===== src/rtl/spd_slew_pkg.sv =====
// Shared types and helpers for the slew-limited motor command stage.
package spd_slew_pkg;

  // Per-channel sequencing: settled, ramping, braking for a reversal, flipping.
  typedef enum logic [1:0] {
    HOLD  = 2'd0,
    RAMP  = 2'd1,
    DECEL = 2'd2,
    FLIP  = 2'd3
  } ch_state_t;

  // Update-tick period used when fast_sim is set.
  localparam int FAST_TICK_DIV = 8;

  // Move cur toward tgt by at most step. The result always lies between cur and
  // tgt, so it can neither overshoot nor wrap.
  function automatic logic [31:0] step_toward(input logic [31:0] cur,
                                              input logic [31:0] tgt,
                                              input logic [31:0] step);
    logic [31:0] diff;
    if (tgt >= cur) begin
      diff = tgt - cur;
      return (diff > step) ? (cur + step) : tgt;
    end else begin
      diff = cur - tgt;
      return (diff > step) ? (cur - step) : tgt;
    end
  endfunction

endpackage


===== src/rtl/spd_slew_ch.sv =====
// One motor channel: target latch, slewed speed/direction outputs and the
// reversal sequencer (decelerate to zero, flip, ramp back up).
module spd_slew_ch
  import spd_slew_pkg::*;
#(
  parameter int SPD_W     = 11,
  parameter int SLEW_STEP = 16
) (
  input  logic             clk,
  input  logic             rst_n,
  input  logic             pwr_up_i,
  input  logic             tick_i,
  input  logic             cmd_vld_i,
  input  logic             rider_off_i,
  input  logic [SPD_W-1:0] cmd_spd_i,
  input  logic             cmd_rev_i,
  output logic [SPD_W-1:0] out_spd_o,
  output logic             out_rev_o,
  output logic             rev_pend_o,
  output logic             settled_o
);

  ch_state_t        state_q, state_d;
  logic [SPD_W-1:0] out_spd_q, out_spd_d;
  logic [SPD_W-1:0] tgt_spd_q, tgt_spd_d;
  logic             out_rev_q, out_rev_d;
  logic             tgt_rev_q, tgt_rev_d;
  logic [SPD_W-1:0] toward_spd;
  logic [SPD_W-1:0] decel_spd;

  assign toward_spd = SPD_W'(step_toward(32'(out_spd_q), 32'(tgt_spd_q), SLEW_STEP));
  assign decel_spd  = SPD_W'(step_toward(32'(out_spd_q), 32'd0, SLEW_STEP));

  // Next-state: power kill first, then the tick-driven sequencer, then target latch.
  // The sequencer reads the registered targets, so a same-cycle command only
  // takes effect from the following tick.
  always_comb begin
    state_d   = state_q;
    out_spd_d = out_spd_q;
    out_rev_d = out_rev_q;
    tgt_spd_d = tgt_spd_q;
    tgt_rev_d = tgt_rev_q;
    if (!pwr_up_i) begin
      state_d   = HOLD;
      out_spd_d = '0;
      out_rev_d = 1'b0;
      tgt_spd_d = '0;
      tgt_rev_d = 1'b0;
    end else begin
      if (tick_i) begin
        if (state_q == FLIP) begin
          out_rev_d = tgt_rev_q;
          state_d   = (tgt_spd_q == '0) ? HOLD : RAMP;
        end else if (out_rev_q != tgt_rev_q) begin
          // Zero speed seen on entry to a braking tick means it is safe to flip.
          if ((state_q == DECEL) && (out_spd_q == '0)) begin
            state_d = FLIP;
          end else begin
            out_spd_d = decel_spd;
            state_d   = DECEL;
          end
        end else begin
          out_spd_d = toward_spd;
          state_d   = (toward_spd == tgt_spd_q) ? HOLD : RAMP;
        end
      end
      if (rider_off_i) begin
        tgt_spd_d = '0;
      end else if (cmd_vld_i) begin
        tgt_spd_d = cmd_spd_i;
        tgt_rev_d = cmd_rev_i;
      end
    end
  end

  // Channel state registers.
  always_ff @(posedge clk or negedge rst_n) begin
    if (!rst_n) begin
      state_q   <= HOLD;
      out_spd_q <= '0;
      out_rev_q <= 1'b0;
      tgt_spd_q <= '0;
      tgt_rev_q <= 1'b0;
    end else begin
      state_q   <= state_d;
      out_spd_q <= out_spd_d;
      out_rev_q <= out_rev_d;
      tgt_spd_q <= tgt_spd_d;
      tgt_rev_q <= tgt_rev_d;
    end
  end

  assign out_spd_o  = out_spd_q;
  assign out_rev_o  = out_rev_q;
  assign rev_pend_o = (state_q == DECEL) || (state_q == FLIP);
  assign settled_o  = (state_q == HOLD) && (out_spd_q == tgt_spd_q) && (out_rev_q == tgt_rev_q);

endmodule


===== src/rtl/spd_slew_ctrl.sv =====
// Multi-channel slew-limited motor command output stage: shared update tick,
// per-channel sequencers and an all-channels-settled indicator.
module spd_slew_ctrl
  import spd_slew_pkg::*;
#(
  parameter int NUM_CH    = 2,
  parameter int SPD_W     = 11,
  parameter int SLEW_STEP = 16,
  parameter int TICK_DIV  = 1024,
  parameter int fast_sim  = 0
) (
  input  logic                    clk,
  input  logic                    rst_n,
  input  logic                    pwr_up,
  input  logic                    cmd_vld,
  input  logic [NUM_CH*SPD_W-1:0] cmd_spd,
  input  logic [NUM_CH-1:0]       cmd_rev,
  input  logic                    rider_off,
  output logic [NUM_CH*SPD_W-1:0] out_spd,
  output logic [NUM_CH-1:0]       out_rev,
  output logic [NUM_CH-1:0]       rev_pend,
  output logic                    settled
);

  localparam int DIV   = (fast_sim != 0) ? FAST_TICK_DIV : TICK_DIV;
  localparam int CNT_W = (DIV > 1) ? $clog2(DIV) : 1;

  logic [CNT_W-1:0]  tick_cnt_q, tick_cnt_d;
  logic              tick;
  logic              cmd_load;
  logic [NUM_CH-1:0] ch_settled;

  assign tick     = (tick_cnt_q == CNT_W'(DIV - 1));
  assign cmd_load = cmd_vld && pwr_up && !rider_off;

  // Free-running tick divider; deliberately independent of pwr_up.
  always_comb begin
    tick_cnt_d = tick ? '0 : (tick_cnt_q + CNT_W'(1));
  end

  // Tick counter register.
  always_ff @(posedge clk or negedge rst_n) begin
    if (!rst_n) begin
      tick_cnt_q <= '0;
    end else begin
      tick_cnt_q <= tick_cnt_d;
    end
  end

  generate
    for (genvar gi = 0; gi < NUM_CH; gi++) begin : g_ch
      spd_slew_ch #(
        .SPD_W     (SPD_W),
        .SLEW_STEP (SLEW_STEP)
      ) u_ch (
        .clk         (clk),
        .rst_n       (rst_n),
        .pwr_up_i    (pwr_up),
        .tick_i      (tick),
        .cmd_vld_i   (cmd_load),
        .rider_off_i (rider_off),
        .cmd_spd_i   (cmd_spd[gi*SPD_W +: SPD_W]),
        .cmd_rev_i   (cmd_rev[gi]),
        .out_spd_o   (out_spd[gi*SPD_W +: SPD_W]),
        .out_rev_o   (out_rev[gi]),
        .rev_pend_o  (rev_pend[gi]),
        .settled_o   (ch_settled[gi])
      );
    end
  endgenerate

  assign settled = &ch_settled;

endmodule

===== config.mk =====
export PLATFORM = sky130hd
export DESIGN_NAME = spd_slew_ctrl
export DESIGN_NICKNAME = d
export VERILOG_FILES = /design/src/rtl/spd_slew_pkg.sv /design/src/rtl/spd_slew_ch.sv /design/src/rtl/spd_slew_ctrl.sv
export SDC_FILE = /design/constraint.sdc
export NUM_CORES = 1
export LEC_CHECK = 0
export ABC_AREA = 0
export BUFFER_PORTS_ARGS = -buffer_cell sky130_fd_sc_hd__buf_4
export CAP_MARGIN = 40
export CORE_ASPECT_RATIO = 0.75
export CORE_UTILIZATION = 62
export DETAILED_ROUTE_END_ITERATION = 16
export PLACE_DENSITY = 0.91
export SYNTH_ARGS = -nofsm -noshare
export SYNTH_HDL_FRONTEND = slang
export SYNTH_SLANG_ARGS = --single-unit
export TNS_END_PERCENT = 50

===== constraint.sdc =====
create_clock -name clk -period 4.75 [get_ports clk]
set_input_delay 0.95 -clock clk [delete_from_list [all_inputs] [get_ports clk]]
set_output_delay 0.95 -clock clk [all_outputs]
set_load 0.005 [all_outputs]

Word level (Yosys, flattened, before mapping)

Cells that the tools add are included.
W data, S select, Z words.

Register bits after elaboration: 62
Bits of input ports: 29
Output and inout port bits: 27
Logic and storage cells: 135

Add/subtract/negate cells: 11
Order comparisons: 12
Eq/ne operators: 23
Multiplexer cells: 55
Reductions and logical operators: 23

Operators by type and width:

| operator                | count |
|---|---|
| $mux W11                | 28 |
| $gt A32 B5 Y1 const B   | 6 |
| $sub A11 B11 Y12        | 4 |
| $eq A11 B11 Y1          | 4 |
| $logic_not A11 Y1       | 4 |
| $sub A1 B11 Y12 const A | 2 |
| $add A11 B5 Y11 const B | 2 |
| $ge A1 B11 Y1 const A   | 2 |
| $ge A11 B11 Y1          | 2 |
| $gt A11 B5 Y1 const B   | 2 |
| $sub A11 B5 Y11 const B | 2 |
| $mux W1                 | 18 |
| $mux W2                 | 8 |
| $add A10 B1 Y10 const B | 1 |
| $eq A10 B10 Y1 const B  | 1 |
| $mux W10                | 1 |
| $eq A2 B2 Y1 const B    | 4 |
| $logic_and A1 B1 Y1     | 8 |
| $ne A2 B1 Y1 const B    | 4 |
| $reduce_and A2 Y1       | 4 |
| $ne A2 B2 Y1 const B    | 3 |
| $ne A3 B3 Y1 const B    | 2 |
| $reduce_and A3 Y1       | 2 |
| $logic_not A2 Y1        | 2 |
| 5 further kinds         | 8 |

Logic depth before layout (Yosys ltp)

Word-level depth: 10
Gate-level depth with buffers: 16
Gate-level depth less buffers: 14

Hierarchy

A second synthesis with hierarchy kept.

Cells, all modules: 865
Area total of the unflattened synthesis: 6,964.2 um2

By module, submodules not included:

| module                      | instances | cells an instance | area an instance (um2) | sequential area each (um2) |
|---|---|---|---|---|
| spd_slew_ch at g_ch[0].u_ch | 1         | 421               | 3,286.9                | 650.6 |
| spd_slew_ch at g_ch[1].u_ch | 1         | 399               | 3,190.6                | 650.6 |
| spd_slew_ctrl               | 1         | 45                | 486.7                  | 250.2 |

Worst setup path before layout

Ideal clock, no wire load.

Path kind: reg2reg
Start point: register g_ch[0].u_ch.out_spd_q[4]
End point: register g_ch[0].u_ch.state_q[0]
Setup time: 84 ps
Arrival time: 3,508 ps
Data required time: 4,666 ps
Setup slack: 1,159 ps
Stages on the path, launching flop included: 16
Buffers on the path: 3
Period minus slack after synthesis: 3,591 ps
Cell sequence: dfrtp_1 clkbuf_1 inv_1 ha_1 buf_2 a31o_1 or3_1 a221oi_1 nand4_1 or3_4 and2_4 buf_6 a221oi_2 and4_1 o21ai_1 a41oi_2

Longest elaborated chain between the ends: 10
Elaborated cells between the ends (all ways): 19
Those cells by class: 4 x add/sub; 3 x order compare; 1 x eq/ne; 9 x mux; 2 x reduce/logical

Ends and longest elaborated chain:

| item                                       | line                                   | RTL |
|---|---|---|
| start: declaration                         | spd_slew_ch.sv:24                      | `logic [SPD_W-1:0] out_spd_q, out_spd_d;` |
| start signal: assignment                   | spd_slew_ch.sv:86                      | `out_spd_q <= out_spd_d;` |
| $sub A11 B11 Y12, on equally long branches | spd_slew_pkg.sv:25, spd_slew_pkg.sv:22 |  |
| $gt A32 B5 Y1, on equally long branches    | spd_slew_pkg.sv:26, spd_slew_pkg.sv:23 |  |
| $mux W11, on equally long branches         | spd_slew_pkg.sv:26, spd_slew_pkg.sv:23 |  |
| $mux W11                                   | spd_slew_pkg.sv:21                     | `if (tgt >= cur) begin` |
| $eq A11 B11 Y1                             | spd_slew_ch.sv:64                      | `state_d = (toward_spd == tgt_spd_q) ? HOLD : RAMP;` |
| $mux W1                                    | spd_slew_ch.sv:64                      |  |
| $mux W2 *                                  | spd_slew_ch.sv:54                      | `end else if (out_rev_q != tgt_rev_q) begin` |
| $mux W2 *                                  | spd_slew_ch.sv:51                      | `if (state_q == FLIP) begin` |
| $mux W2 *                                  | spd_slew_ch.sv:50                      | `if (tick_i) begin` |
| $mux W2 *                                  | spd_slew_ch.sv:43                      | `if (!pwr_up_i) begin` |
| end signal: assignment                     | spd_slew_ch.sv:85                      | `state_q <= state_d;` |
| end: declaration                           | spd_slew_ch.sv:23                      | `ch_state_t state_q, state_d;` |

Every way passes the cells marked *; elsewhere a longest branch is shown, timed or not. The select of a mux whose other input is x is not followed.
A chain may end at the register's enable or synchronous reset.

Final worst setup path

Start point: register g_ch[1].u_ch.out_spd_q[7]
End point: output port settled

Longest elaborated chain between the ends: 4

Ends and longest elaborated chain:

| item                              | line                | RTL |
|---|---|---|
| start: declaration                | spd_slew_ch.sv:24   |  |
| start signal: assignment          | spd_slew_ch.sv:86   |  |
| $eq A11 B11 Y1                    | spd_slew_ch.sv:96   | `assign settled_o = (state_q == HOLD) && (out_spd_q == tgt_spd_q) && (out_rev_q == tgt_rev_q);` |
| $logic_and A1 B1 Y1 (2 in series) | spd_slew_ch.sv:96   |  |
| $reduce_and A2 Y1                 | spd_slew_ctrl.sv:72 | `assign settled = &ch_settled;` |
| end: declaration                  | spd_slew_ctrl.sv:22 | `output logic settled` |

Every way passes these cells.

==> impl.org <==
** Outcome
- The run finished with clean final reports.

** Timing
- The clock arrives with 0.01238 ns of skew.
- Setup total negative slack on the finished layout was measured at 0 ns.
- Total setup violations reported at the end of the flow :: 0
- Setup slack after layout :: 0.4836 ns
- Headroom to the max-slew limit came out at 38.95%.
- At the pin with the least slew margin, the transition time is 0.9092 ns.
- The tightest hold path in the finished design has a slack of 0.4899 ns.
- Setup repair after global routing left no endpoint under its margin.
- Final Cycle Share :: 89.82%
- The final hold violation count came to 0.
- For this run, the top clock speed supported by timing is 0.2344 GHz.
- Max-slew violations :: 0
- The clock period could shrink to 4.266 ns.

** CTS
- CTS tree :: built
- Cts-stage hold buffer count :: 0
- Clk sinks :: 62
- At the later pin of the worst-skew pair, clock insertion delay measures 0.35 ns.
- TritonCTS created 9 clock buffers.
- Root buffer cell :: clkbuf_16
- Clock-pin slew was measured on the worst setup and hold paths at 0.05 ns.
- Post-CTS repair changed the size of 0 cells.
- After clock tree synthesis, the setup repair step added 0 buffers.
- Maximum buffer depth of the clock tree :: 2
- # H-tree levels :: 3

** Placement
- Final RePlAce weighted congestion :: 1.012
- Placed Area :: 0.006819 mm²
- Post-placement cell count :: 948
- Post-Place Worst Slack :: 0.8795 ns
- Port buffering added 55 buffers.
- Half-perimeter wire length after detailed placement :: 15810 µm

** Detailed routing
- Total vias in the final route :: 6852
- First-pass DRT Iterations :: 6
- DRT iter0 DRCs :: 1018
- Post-DR wirelength/cell :: 21.94 µm
- Final ANT Viol Nets :: 0
- After detailed routing, the number of remaining DRC violations is 0.
- Ratio of routed vias to standard cells :: 7.101
- Sum of routed wire length over all layers :: 21180 µm

** Critical path
- Largest delay contributor family on the critical path :: simple AND/OR/NAND/NOR gates
- Reg2Reg Depth :: 12
- Count of buffering cells on the critical path with inverters included :: 3
- R2r endpoint :: g_ch[1].u_ch.state_q[0]
- Slowest-stage cell, CP :: dfrtp_1
- STA classifies the critical path startpoint as a register.
- The worst register-to-register path begins at g_ch[1].u_ch.out_spd_o[7].
- At the worst endpoint, the required time is 3.80 ns.
- Slack of the worst reg-to-reg path :: 0.69 ns
- The critical path in this run is classified as reg -> out.
- The largest single stage delay on the critical path is 0.58 ns.
- Critical path, cell by cell :: inv_1 -> ha_1 -> inv_1 -> nor3_1 -> nand4_1 -> nor3_1 -> buf_4
- In this run the worst path has a maximum fanout of 12.
- Data arrival time of the critical path :: 3.32 ns
- STA classifies the critical path endpoint as an output port.

** Worst hold path
- Hold path startpoint :: tick_cnt_q[8]
- Worst Hold Endpoint :: tick_cnt_q[8]
- Class of the most critical hold timing path :: reg -> reg
- Hold-critical path depth :: 1

** Global route
- Overall track demand over capacity in global routing :: 40.81%
- The via count of the first global-routing pass is 6132.
- The first global-routing pass estimated 33310 µm of wire.
- Pin count of the biggest net entering global routing :: 63
- Global routing finished with a remaining overflow of 0.
- Initial antenna violation count :: 0

** Final layout
- # nets final :: 912
- The library cell used most frequently in the layout, excluding fill and tap cells, is buf_4.
- The finished cells cover 0.007141 mm².
- Core occupancy in the finished layout :: 73.05%
- Most frequent cells in the layout :: buf_4, dfrtp_1, nor2_1
- Leaving out filler cells and counting taps, the final layout contains 965.
- Compared with the post-synthesis result, the final layout area differs by 12.94%.
- The repair_antennas step left the layout with diodes totalling 0.
- Share of final-layout standard cells stronger than drive strength 1 :: 12.24%

** Yosys
- Top-area cell type share of the netlist area :: 24.54%
- A synthesized cell averages 8.044 µm².
- Sequential area share after synthesis :: 24.54%
- For this run, the number of Yosys warnings is 0.
- In this run, synthesis produced a sequential element count of 62.
- After Yosys synthesis, and, or, nand and nor cells account for 19.53% of the synthesized area.
- Among all flip-flop cells after synthesis, the most frequent one is dfrtp_1.
- Mux cell area share after synthesis :: 1.801%
- Area fraction in compound gates after synthesis :: 29.57%
- Counting flops with an async set or reset pin after synthesis yields a share of 100.0%.
- Cell taking the most area after synthesis :: dfrtp_1
- XOR/XNOR Fraction of Synth Area :: 7.204%
- Gate Count Post-Synth :: 786
- The netlist uses 75 different library cells.
- Cell area after synthesis :: 0.006322 mm²
- When the netlist entered floorplanning its net count stood at 870.
- After Yosys synthesis, full adders, half adders and majority gates account for 11.12% of the synthesized area.
- Yosys attributes the largest share of cell area to dfrtp_1, ha_1, a22o_1, xnor2_1, a21oi_1.
- Largest family of logic cells by synthesized area :: compound AO/OA/AOI/OAI gates
- Number of enable flip-flop cells after synthesis :: 0

** Floorplan
- Core region area :: 0.009774 mm²
- Die width :: 118.6 µm
- Die boundary height :: 89.45 µm
- Effective utilization at floorplan :: 64.68%
- Number of rows created at floorplan :: 31
- Die outline area :: 0.01061 mm²
- I/O pin count :: 56

** Power
- IR analysis of the VDD net gives a maximum drop of 0.1878 mV.
- Total power for the finished layout comes to 1.684 mW.
- For this design the ratio of total power to cell area is 235.8 mW/mm².
- Leakage power total :: 3.291 nW

** Flow run
- The tool flagged a number of max-cap violations equal to 0.
## logic make-up after synthesis
kind of cell / after synthesis
DFF: 62
adders and majority gates: 55
and+or+nand+nor: 245
AOI/OAI and AO/OA: 267
buffers and inverters: 94
muxes: 11
xor gates and xnor gates: 52
## routing by layer
metal	vias up	wire, µm	track usage (%)
li1	3002	-	-
met1	3189	9165	59.27
met2	577	8492	57.63
met3	84	2984	12.69
met4	0	532	11.97
met5	-	0	0
## power breakdown
part,total [mW],switching (mW),internal (mW)
Clock,0.729,0.257,0.472
Sequential,0.550,0.0150,0.535
Combinational,0.405,0.242,0.163
Total,1.68,0.514,1.17
## worst max-delay path by stage
stage | slack, ns | cells past startpoint | from | end
after global routing | 0.40 | 7 | g_ch[1].u_ch.out_spd_o[7] | settled
after detailed placement | 0.88 | 12 | g_ch[1].u_ch.out_spd_o[7] | g_ch[1].u_ch.state_q[0]
after CTS | 0.64 | 7 | g_ch[1].u_ch.out_spd_o[7] | settled
after floorplan | 1.16 | 15 | g_ch[0].u_ch.out_spd_o[4] | g_ch[0].u_ch.state_q[0]
final | 0.48 | 7 | g_ch[1].u_ch.out_spd_o[7] | settled
after global placement | 0.97 | 13 | g_ch[0].u_ch.out_spd_o[5] | g_ch[0].u_ch.state_q[0]
## cell usage after synthesis (all sizes together), types with 8 or more instances
cell	instances
o21a	10
nor2b	18
nor2	59
buf	15
inv	56
a22o	35
clkbuf	23
o21ai	55
dfrtp	62
nor4	9
nand2	48
a211oi	12
o211ai	12
a31oi	9
xnor2	35
nand2b	8
nor3	29
a221oi	11
xor2	17
mux2i	8
a21o	10
nand3	28
a21oi	55
o31ai	9
nand4	13
ha	53
## cell type report
type | instances | area [µm²]
tap | 132 | 165.2
inverter | 56 | 210.2
clock buffer | 12 | 246.5
timing repair buffer | 69 | 515.5
multi-input combinational | 630 | 4382
fill | 749 | 2634
clock inverter | 4 | 70.07
sequential | 62 | 1551
## registers in the layout, indices dropped and copies added (netlist names)
| signal | count |
|---|---|
| g_ch.u_ch.tgt_spd_q | 22 |
| g_ch.u_ch.tgt_rev_q | 2 |
| tick_cnt_q | 10 |
| g_ch.u_ch.state_q | 4 |
| g_ch.u_ch.out_spd_o | 22 |
| g_ch.u_ch.out_rev_o | 2 |
## worst register-to-register path: stages, from the launching register on
cell,delay (ns)
dfrtp_1,0.58
inv_1,0.19
ha_1,0.55
inv_1,0.23
nor3_1,0.57
o21a_1,0.21
nor2_1,0.06
o31ai_2,0.69
nor2b_1,0.11
o32a_1,0.39
nor3b_1,0.19
a21oi_1,0.07
a31oi_1,0.16
Note: power is estimated with default switching activity, not from simulation.
